==> src/rtl/fetch_unit_pkg.sv <==
// Shared definitions for the fetch stage and the control decoder:
// reset vector, FSM encoding and instruction field positions.
package fetch_unit_pkg;

    localparam int unsigned DATA_W   = 32;
    localparam logic [31:0] RESET_PC = 32'h0000_3000;

    localparam int unsigned OPCODE_MSB = 31;
    localparam int unsigned OPCODE_LSB = 26;
    localparam int unsigned TARGET_MSB = 25;
    localparam int unsigned TARGET_LSB = 0;

    typedef enum logic {
        FETCH = 1'b0,
        VALID = 1'b1
    } fetch_state_t;

    function automatic logic [5:0] opcode_of(input logic [31:0] word);
        return word[OPCODE_MSB:OPCODE_LSB];
    endfunction

endpackage

==> src/rtl/fetch_unit_if.sv <==
// Instruction-memory read port: imem_req/imem_addr out, imem_rdata/imem_ready back.
// A read completes in any cycle where imem_req and imem_ready are both 1.
interface fetch_unit_if;
    import fetch_unit_pkg::*;

    logic              imem_req;
    logic [DATA_W-1:0] imem_addr;
    logic [DATA_W-1:0] imem_rdata;
    logic              imem_ready;

    modport master (output imem_req, imem_addr, input imem_rdata, imem_ready);
    modport slave  (input imem_req, imem_addr, output imem_rdata, imem_ready);

endinterface

==> src/rtl/fetch_unit_npc_sel.sv <==
// Combinational next-PC selection: jump beats taken branch beats sequential.
module npc_sel
    import fetch_unit_pkg::*;
(
    input  logic [31:0] pc_plus4,
    input  logic [25:0] target,
    input  logic        jump,
    input  logic        branch,
    input  logic        zero,
    input  logic [31:0] imm_ext,
    output logic [31:0] npc
);

    always_comb begin
        npc = pc_plus4;
        if (jump) begin
            npc = {pc_plus4[31:28], target, 2'b00};
        end else if (branch && zero) begin
            npc = pc_plus4 + (imm_ext << 2);
        end
    end

endmodule

==> src/rtl/fetch_unit.sv <==
// Two-state fetch stage: FETCH requests the word at pc_out, VALID holds it
// until the core commits, then advances the PC and the retired counter.
module fetch_unit
    import fetch_unit_pkg::*;
(
    input  logic               clk,
    input  logic               reset,
    fetch_unit_if.master       imem,
    output logic [31:0]        instr,
    output logic               instr_valid,
    output logic [31:0]        pc_out,
    output logic [31:0]        pc_plus4,
    input  logic               commit,
    input  logic               Jump,
    input  logic               Branch,
    input  logic               Zero,
    input  logic [31:0]        imm_ext,
    output logic [31:0]        retired,
    output fetch_state_t       state
);

    logic [31:0] pc_q;
    logic [31:0] instr_q;
    logic [31:0] retired_q;
    logic [31:0] npc;
    fetch_state_t state_q;

    // Decoder flags are only consumed on a commit, so their value (even X)
    // in any other cycle never reaches a register.
    npc_sel u_npc_sel (
        .pc_plus4 (pc_plus4),
        .target   (instr_q[TARGET_MSB:TARGET_LSB]),
        .jump     (Jump),
        .branch   (Branch),
        .zero     (Zero),
        .imm_ext  (imm_ext),
        .npc      (npc)
    );

    always_ff @(posedge clk) begin
        if (reset) begin
            state_q   <= FETCH;
            pc_q      <= RESET_PC;
            instr_q   <= '0;
            retired_q <= '0;
        end else begin
            case (state_q)
                FETCH: begin
                    if (imem.imem_ready) begin
                        instr_q <= imem.imem_rdata;
                        state_q <= VALID;
                    end
                end
                VALID: begin
                    if (commit) begin
                        pc_q      <= npc;
                        retired_q <= retired_q + 32'd1;
                        state_q   <= FETCH;
                    end
                end
                default: state_q <= FETCH;
            endcase
        end
    end

    assign imem.imem_req  = (state_q == FETCH);
    assign imem.imem_addr = pc_q;
    assign instr_valid    = (state_q == VALID);
    assign instr          = instr_q;
    assign pc_out         = pc_q;
    assign pc_plus4       = pc_q + 32'd4;
    assign retired        = retired_q;
    assign state          = state_q;

endmodule
==> src/flat_wrapper.sv <==
// flat-port wrapper written by rule: the top's interface ports become plain ports
module fetch_unit_flat import fetch_unit_pkg::*;
  (clk, reset, instr, instr_valid, pc_out, pc_plus4, commit, Jump, Branch, Zero, imm_ext, retired, state, imem_imem_req, imem_imem_addr, imem_imem_rdata, imem_imem_ready);
  fetch_unit_if imem_i ();
  input  logic clk;
  input  logic reset;
  output logic [31:0] instr;
  output logic instr_valid;
  output logic [31:0] pc_out;
  output logic [31:0] pc_plus4;
  input  logic commit;
  input  logic Jump;
  input  logic Branch;
  input  logic Zero;
  input  logic [31:0] imm_ext;
  output logic [31:0] retired;
  output fetch_state_t state;
  output wire logic [$bits(imem_i.imem_req)-1:0] imem_imem_req;
  output wire logic [$bits(imem_i.imem_addr)-1:0] imem_imem_addr;
  input wire logic [$bits(imem_i.imem_rdata)-1:0] imem_imem_rdata;
  input wire logic [$bits(imem_i.imem_ready)-1:0] imem_imem_ready;
  assign imem_imem_req = imem_i.imem_req;
  assign imem_imem_addr = imem_i.imem_addr;
  assign imem_i.imem_rdata = imem_imem_rdata;
  assign imem_i.imem_ready = imem_imem_ready;
  fetch_unit u_core (.clk(clk), .reset(reset), .imem(imem_i), .instr(instr), .instr_valid(instr_valid), .pc_out(pc_out), .pc_plus4(pc_plus4), .commit(commit), .Jump(Jump), .Branch(Branch), .Zero(Zero), .imm_ext(imm_ext), .retired(retired), .state(state));
endmodule
==> config.mk <==
export PLATFORM = sky130hd
export DESIGN_NAME = fetch_unit_flat
export DESIGN_NICKNAME = d
export VERILOG_FILES = /design/src/rtl/fetch_unit_pkg.sv /design/src/rtl/fetch_unit_if.sv /design/src/rtl/fetch_unit_npc_sel.sv /design/src/rtl/fetch_unit.sv /design/src/flat_wrapper.sv
export SDC_FILE = /design/constraint.sdc
export NUM_CORES = 1
export LEC_CHECK = 0
export ABC_AREA = 1
export BUFFER_PORTS_ARGS = -buffer_cell sky130_fd_sc_hd__buf_2
export CELL_PAD_IN_SITES_DETAIL_PLACEMENT = 0
export CELL_PAD_IN_SITES_GLOBAL_PLACEMENT = 1
export CORE_MARGIN = 1.5
export CORE_UTILIZATION = 35
export DETAILED_ROUTE_END_ITERATION = 8
export GPL_TIMING_DRIVEN = 0
export HOLD_SLACK_MARGIN = 0.02
export PLACE_DENSITY = 0.85
export SLEW_MARGIN = 10
export SYNTH_ARGS = -nofsm -noshare
export SYNTH_HDL_FRONTEND = slang
export SYNTH_SLANG_ARGS = --single-unit
==> constraint.sdc <==
create_clock -name clk -period 3 [get_ports clk]
set_input_delay 0.6 -clock clk [delete_from_list [all_inputs] [get_ports clk]]
set_output_delay 0.6 -clock clk [all_outputs]
set_load 0.01 [all_outputs]
# --- Yosys cells after proc, flatten, opt, wreduce, memory -nomap -nowiden ---
# Index checks and enable logic that the tools add are counted.
# W data, S select, Z words.
totals:
  input_bits: 71
  register_bits: 97
  wordCells: 16
  output_inout_bits: 163
op_classes:
  mux: 5
  bitwise_logic: 1
  reduce_logical: 3
  add_sub_neg: 3
op_table:
  columns: ["operator", "n"]
  rows:
  - ["$mux W32", 2]
  - ["$add A32 B1 Y32 const B", 1]
  - ["$add A32 B3 Y32 const B", 1]
  - ["$add A32 B32 Y32", 1]
  - ["$reduce_and A2 Y1", 2]
  - ["$mux W1", 2]
  - ["$pmux W1 S2", 1]
  - ["$logic_and A1 B1 Y1", 1]
  - ["$not A1 Y1", 1]

# --- Depth between registers and ports, before layout ---
logic_depth:
  depth_word: 4
  depth_mapped: 23
  depth_no_buf: 23

# --- Cells and area by module ---
# From an unflattened synthesis, not the netlist that was laid out.
hier_totals:
  cells_unflattened: 1288
  area_unflattened_um2: 7747.4
by_module_without_submodules:
  columns: ["module", "seq_area_each_um2", "cells_per_inst", "instances", "area_per_inst_um2"]
  rows:
  - ["fetch_unit", 1941.9, 731, 1, 4978.5]
  - ["npc_sel", 0.0, 557, 1, 2768.9]

# --- Worst setup path before layout ---
# No wires, ideal clock.
synth_path:
  kind: "register -> register"
  startpoint: "reg u_core.pc_q[2], in the netlist u_core.imem.imem_addr[2]"
  endpoint: "reg u_core.pc_q[10], in the netlist u_core.imem.imem_addr[10]"
  path_stages_with_launch: 17
  period_less_slack_ps: 2957
  required_ps: 2876
  path_buffers: 0
  slack_ps: 43
  arrival_ps: 2833
  setup_time_ps: 124
  path_cell_list: "dfxtp_1 ha_1 nand2_1 nor2_1 nand2_1 nor2_1 xor2_1 ha_1 nand2_1 inv_1 a21oi_1 nand2_1 or2_2 nand3_1 o21ai_0 o21ai_0 o21ai_0"
synth_via:
  elab_chain_cells: 4
synth_rtl:
  columns: ["item", "line", "source"]
  rows:
  - ["from (decl)", "fetch_unit.sv:22", "logic [31:0] pc_q;"]
  - ["from (signal assigned)", "fetch_unit.sv:56", "pc_q <= npc;"]
  - ["$add A32 B3 Y32", "fetch_unit.sv:71", "assign pc_plus4 = pc_q + 32'd4;"]
  - ["via pc_plus4[8]", "flat_wrapper.sv:10", "output logic [31:0] pc_plus4;"]
  - ["$add A32 B32 Y32", "fetch_unit_npc_sel.sv:19", "npc = pc_plus4 + (imm_ext << 2);"]
  - ["$mux W32", "fetch_unit_npc_sel.sv:18", "end else if (branch && zero) begin"]
  - ["$mux W32", "fetch_unit_npc_sel.sv:16", "if (jump) begin"]
# The timed path passes the listed nets, and every way through them passes these cells.
# A chain may end at the register's enable or synchronous reset.

# --- Worst setup path in the final report ---
layout_path:
  startpoint: "reg u_core.pc_q[2], in the netlist u_core.imem.imem_addr[2]"
  endpoint: "reg u_core.pc_q[27], in the netlist u_core.imem.imem_addr[27]"
layout_via:
  elab_chain_cells: 4
layout_rtl:
  columns: ["item", "line"]
  rows:
  - ["$add A32 B3 Y32 *", "fetch_unit.sv:71"]
  - ["$add A32 B32 Y32", "fetch_unit_npc_sel.sv:19"]
  - ["$mux W32 *", "fetch_unit_npc_sel.sv:18"]
  - ["$mux W32 *", "fetch_unit_npc_sel.sv:16"]
# Mark *: on every way between the ends. The rest lies on a longest branch, timed or not.

==> flow_metrics.tcl <==
set metrics [dict create \
    run_status "complete, no violations" \
    global_route.usage.total_pct 25.17 \
    top_layer_used "met4" \
    fmaxAchievable_ghz 0.3474 \
    die_area_um2 22660 \
    rr_worst_depth 22 \
    synth_area_leaders "sky130_fd_sc_hd__dfxtp_1, sky130_fd_sc_hd__nand2_1, sky130_fd_sc_hd__inv_1" \
    met3RoutedLength_um 2028 \
    antenna_cells 0 \
    worst_pin_slew_ns 0.7525 \
    postLayoutCellArea_um2 10420 \
    final_setup_viols 0 \
    post_synthesis_mux_area_share_pct 0 \
    critical_path.endpoint_type "flop" \
    placed_cell_area_um2 9101 \
    synth_warn 0 \
    path_clk_slew_ns 0.07 \
    wl_met2_um 13270 \
    class_of_the_tightest_hold_or_removal_check "reg2reg" \
    synthDistinctLibCells 43 \
    tritoncts_num_sinks 95 \
    synth_top_cell_by_area "sky130_fd_sc_hd__dfxtp_1" \
    power.leakage_nw 5.267 \
    grt_start_max_net_pins 17 \
    yosys.area_share.xor_xnor_pct 3.679 \
    timing.setup.tns_ns 0 \
    area_growth_pct 36.79 \
    tritoncts "done" \
    dominantRegCellSynth "sky130_fd_sc_hd__dfxtp_1" \
    crit_path_start "u_core.imem.imem_addr[2]$_SDFFE_PP0P_" \
    wp_data_arrival_ns 3.12 \
    worst_setup_path_start_kind "flop" \
    cp.required_ns 3.24 \
    avgViaCountPerCell 4.912 \
    skew_ns 0.008493 \
    power.density_nw_per_um2 344.5 \
    area_share_of_fa_ha_maj_cells_after_synthesis_pct 6.340 \
    min_period_over_period_pct 95.95 \
    layout.core_utilization_pct 49.26 \
    route.final.wire_length_um 29040 \
    critical_path.max_stage_delay_ns 0.40 \
    period_needed_ns 2.878 \
    cts-buffers-inserted 9 \
    wl_met1_um 12950 \
    ctsLongestPathBuffers 2 \
    synthesis.instances 1277 \
    timing_max_transition_violations_final 0 \
    nFillCells 2287 \
    route.vias.total 8895 \
    cap_viol_max_count 0 \
    detail_route.drc_violations 0 \
    place.detailed.hpwl_um 23460 \
    timing.final.ws_setup_ns 0.1216 \
    vdd.ir_drop.worst_v 0.0002550 \
    clock_tree.root_cell "sky130_fd_sc_hd__clkbuf_16" \
    max_slew_margin_pct 49.83 \
    routed_wire_length_per_instance_um 16.03 \
    worstReg2RegEnd "u_core.imem.imem_addr[27]$_SDFFE_PP0P_" \
    hold_viol_final 0 \
    timing.critical_path.cells "ha_4 -> nand2_4 -> nor2_4 -> nand2_4 -> inv_4 -> nand4_1 -> xor2_2 -> inv_2 -> ha_4 -> nand2_1 -> nand2_2 -> nand2_1 -> nand2_1 -> inv_1 -> nand2_1 -> nand2_1 -> nand3_1 -> nand2_1 -> nand3_1 -> nand2_1 -> nand2_1 -> nand2_1" \
    netlist_area_um2 7617 \
    drt_pass1_iterations 5 \
    grt_first_pass_wirelength_um 43750 \
    rsz0062_at_grt "true" \
    reg2reg_setup_slack_ns 0.12 \
    synthMostInstantiatedCell "sky130_fd_sc_hd__nand2_1" \
    die_w_um 150.5 \
    htreeDepth 3 \
    layout.nets 1641 \
    syn-mean-instance-area_um2 5.965 \
    ioPinCount 234 \
    worstSetupPathType "reg2reg" \
    grt_antenna_before_repair 0 \
    post_synth_top_cells "sky130_fd_sc_hd__nand2_1, sky130_fd_sc_hd__inv_1, sky130_fd_sc_hd__nor2_1, sky130_fd_sc_hd__dfxtp_1, sky130_fd_sc_hd__a21oi_1" \
    dr.first_iter.drc_count 439 \
    floorplan.die.height_um 150.5 \
    worst-path-max-fanout 7 \
    row_count 53 \
    ffs_latches_synth 95 \
    timing.rr.start "u_core.imem.imem_addr[2]$_SDFFE_PP0P_" \
    synth_top_family_by_area "simple AND/OR/NAND/NOR gates" \
    insertion_delay_ns 0.34 \
    count_of_buffers_from_port_buffering 224 \
    dpl_worst_slack_ns -0.7257 \
    worst_setup_path_endpoint "u_core.imem.imem_addr[27]$_SDFFE_PP0P_" \
    final_antenna_net_count 0 \
    timing.critical_path.depth 22 \
    cpMostUsedCell "sky130_fd_sc_hd__nand2_1" \
    synth_seq_area_share_pct 24.97 \
    crit_slowest_cell "sky130_fd_sc_hd__dfxtp_4" \
    synthSimpleGateAreaFrac_pct 37.45 \
    initial_utilization_pct 36.01 \
    gr-total-overflow 0 \
    proportion_of_netlist_area_held_by_the_largest_area_contributor_pct 24.97 \
    synth_enable_flop_cells 0 \
    cp_top_family "simple AND/OR/NAND/NOR gates" \
    asyncSetResetFlopFracSynth_pct 0 \
    gp_congestion 0.9139 \
    synth-compound-area-share_pct 13.39 \
    timing.critical_path.buf_inv 3 \
    design.core.area_um2 21150 \
    vias_in_the_first_global_route 8150 \
    drive_above_1_share_pct 31.05 \
]
==> tightest hold or removal path: cells and delay by family (launching register included) <==
kind                   cells  cell delay, ns
flip-flops                 1            0.31
buffers and inverters      1            0.07
AO/OA/AOI/OAI              1            0.06
==> power breakdown <==
group / internal (W) / leakage (nW) / total (W) / switching, W
registers: 0.00131 / 0.789 / 0.00138 / 0.0000665
logic: 0.000328 / 4.32 / 0.000864 / 0.000535
clock network: 0.000817 / 0.163 / 0.00135 / 0.000531
total: 0.00246 / 5.27 / 0.00359 / 0.00113
==> per-layer routing <==
metal	GRT usage, %	vias up
li1	-	4525
met1	34.68	4009
met2	41.26	315
met3	3.303	46
met4	6.422	0
met5	0	-
==> through the flow <==
stage,hold slack [ns],power [W],std cells
global placement,0.4578,0.002145,1781
CTS,0.4691,0.003526,1797
floorplan,0.4882,0.001845,1282
global route,0.4815,0.003756,1811
detailed placement,0.4656,0.002147,1781
finish,0.4760,0.003590,1811
==> timing repair <==
item | in CTS | in global routing
setup buffers | 1 | 14
pin swaps | 5 | 30
endpoints found under the setup margin | 31 | 23
resized for setup | 75 | 135
hold buffers | 0 | 0
==> registers in the layout, summed over array words and instances (netlist names) <==
signal and cells:
u_core.instr 32, u_core.imem.imem_addr 30, u_core.instr_valid 1, u_core.retired 32
==> logic make-up after synthesis <==
| logic type | after synthesis |
|---|---|
| other cells | 1 |
| xor+xnor | 32 |
| buf+inv | 248 |
| fa+ha+maj | 38 |
| compound gates | 192 |
| simple gates | 671 |
| flops | 95 |
==> layout make-up <==
class	instances	area [µm²]	area share [%]
Multi-Input combinational cell	939	5458	52.38
Sequential cell	95	1966	18.86
Timing Repair Buffer	239	1234	11.84
Inverter	187	709.4	6.808
Buffer	61	369.1	3.542
Tap cell	275	344.1	3.302
Clock buffer	9	225.2	2.161
Clock inverter	6	115.1	1.105
==> layout by cell type (no fill, tap or decap), types with 9 or more instances in the layout <==
master | synthesis | final
sky130_fd_sc_hd__nor2_1 | 149 | 119
sky130_fd_sc_hd__nor3_1 | 17 | 11
sky130_fd_sc_hd__nand4_1 | 20 | 20
sky130_fd_sc_hd__xor2_1 | 25 | 15
sky130_fd_sc_hd__nand2_4 | 3 | 9
sky130_fd_sc_hd__ha_4 | 0 | 18
sky130_fd_sc_hd__buf_2 | 1 | 225
sky130_fd_sc_hd__a21oi_1 | 90 | 79
sky130_fd_sc_hd__inv_1 | 183 | 175
sky130_fd_sc_hd__nand2_2 | 6 | 29
sky130_fd_sc_hd__o21ai_0 | 75 | 69
sky130_fd_sc_hd__ha_1 | 37 | 17
sky130_fd_sc_hd__dfxtp_2 | 0 | 12
sky130_fd_sc_hd__buf_4 | 37 | 52
sky130_fd_sc_hd__nor2_2 | 7 | 18
sky130_fd_sc_hd__nor3_2 | 5 | 11
sky130_fd_sc_hd__nand2_1 | 372 | 343
sky130_fd_sc_hd__dfxtp_4 | 0 | 13
sky130_fd_sc_hd__dfxtp_1 | 95 | 70
sky130_fd_sc_hd__nand3_1 | 71 | 66
sky130_fd_sc_hd__nor2_4 | 4 | 23
sky130_fd_sc_hd__clkbuf_1 | 22 | 22
sky130_fd_sc_hd__clkbuf_16 | 0 | 9
==> how the worst min path moves through the flow <==
stage	from	cells after the start	to
floorplan	u_core.instr[10]$_SDFFE_PP0P_	2	u_core.instr[10]$_SDFFE_PP0P_
global route	imem_imem_rdata[1]	3	u_core.instr[1]$_SDFFE_PP0P_
CTS	imem_imem_rdata[30]	3	u_core.instr[30]$_SDFFE_PP0P_
finish	u_core.instr[7]$_SDFFE_PP0P_	2	u_core.instr[7]$_SDFFE_PP0P_
detailed placement	u_core.instr[11]$_SDFFE_PP0P_	2	u_core.instr[11]$_SDFFE_PP0P_
global placement	u_core.instr[11]$_SDFFE_PP0P_	2	u_core.instr[11]$_SDFFE_PP0P_
Power figures use the tool's default switching activity.
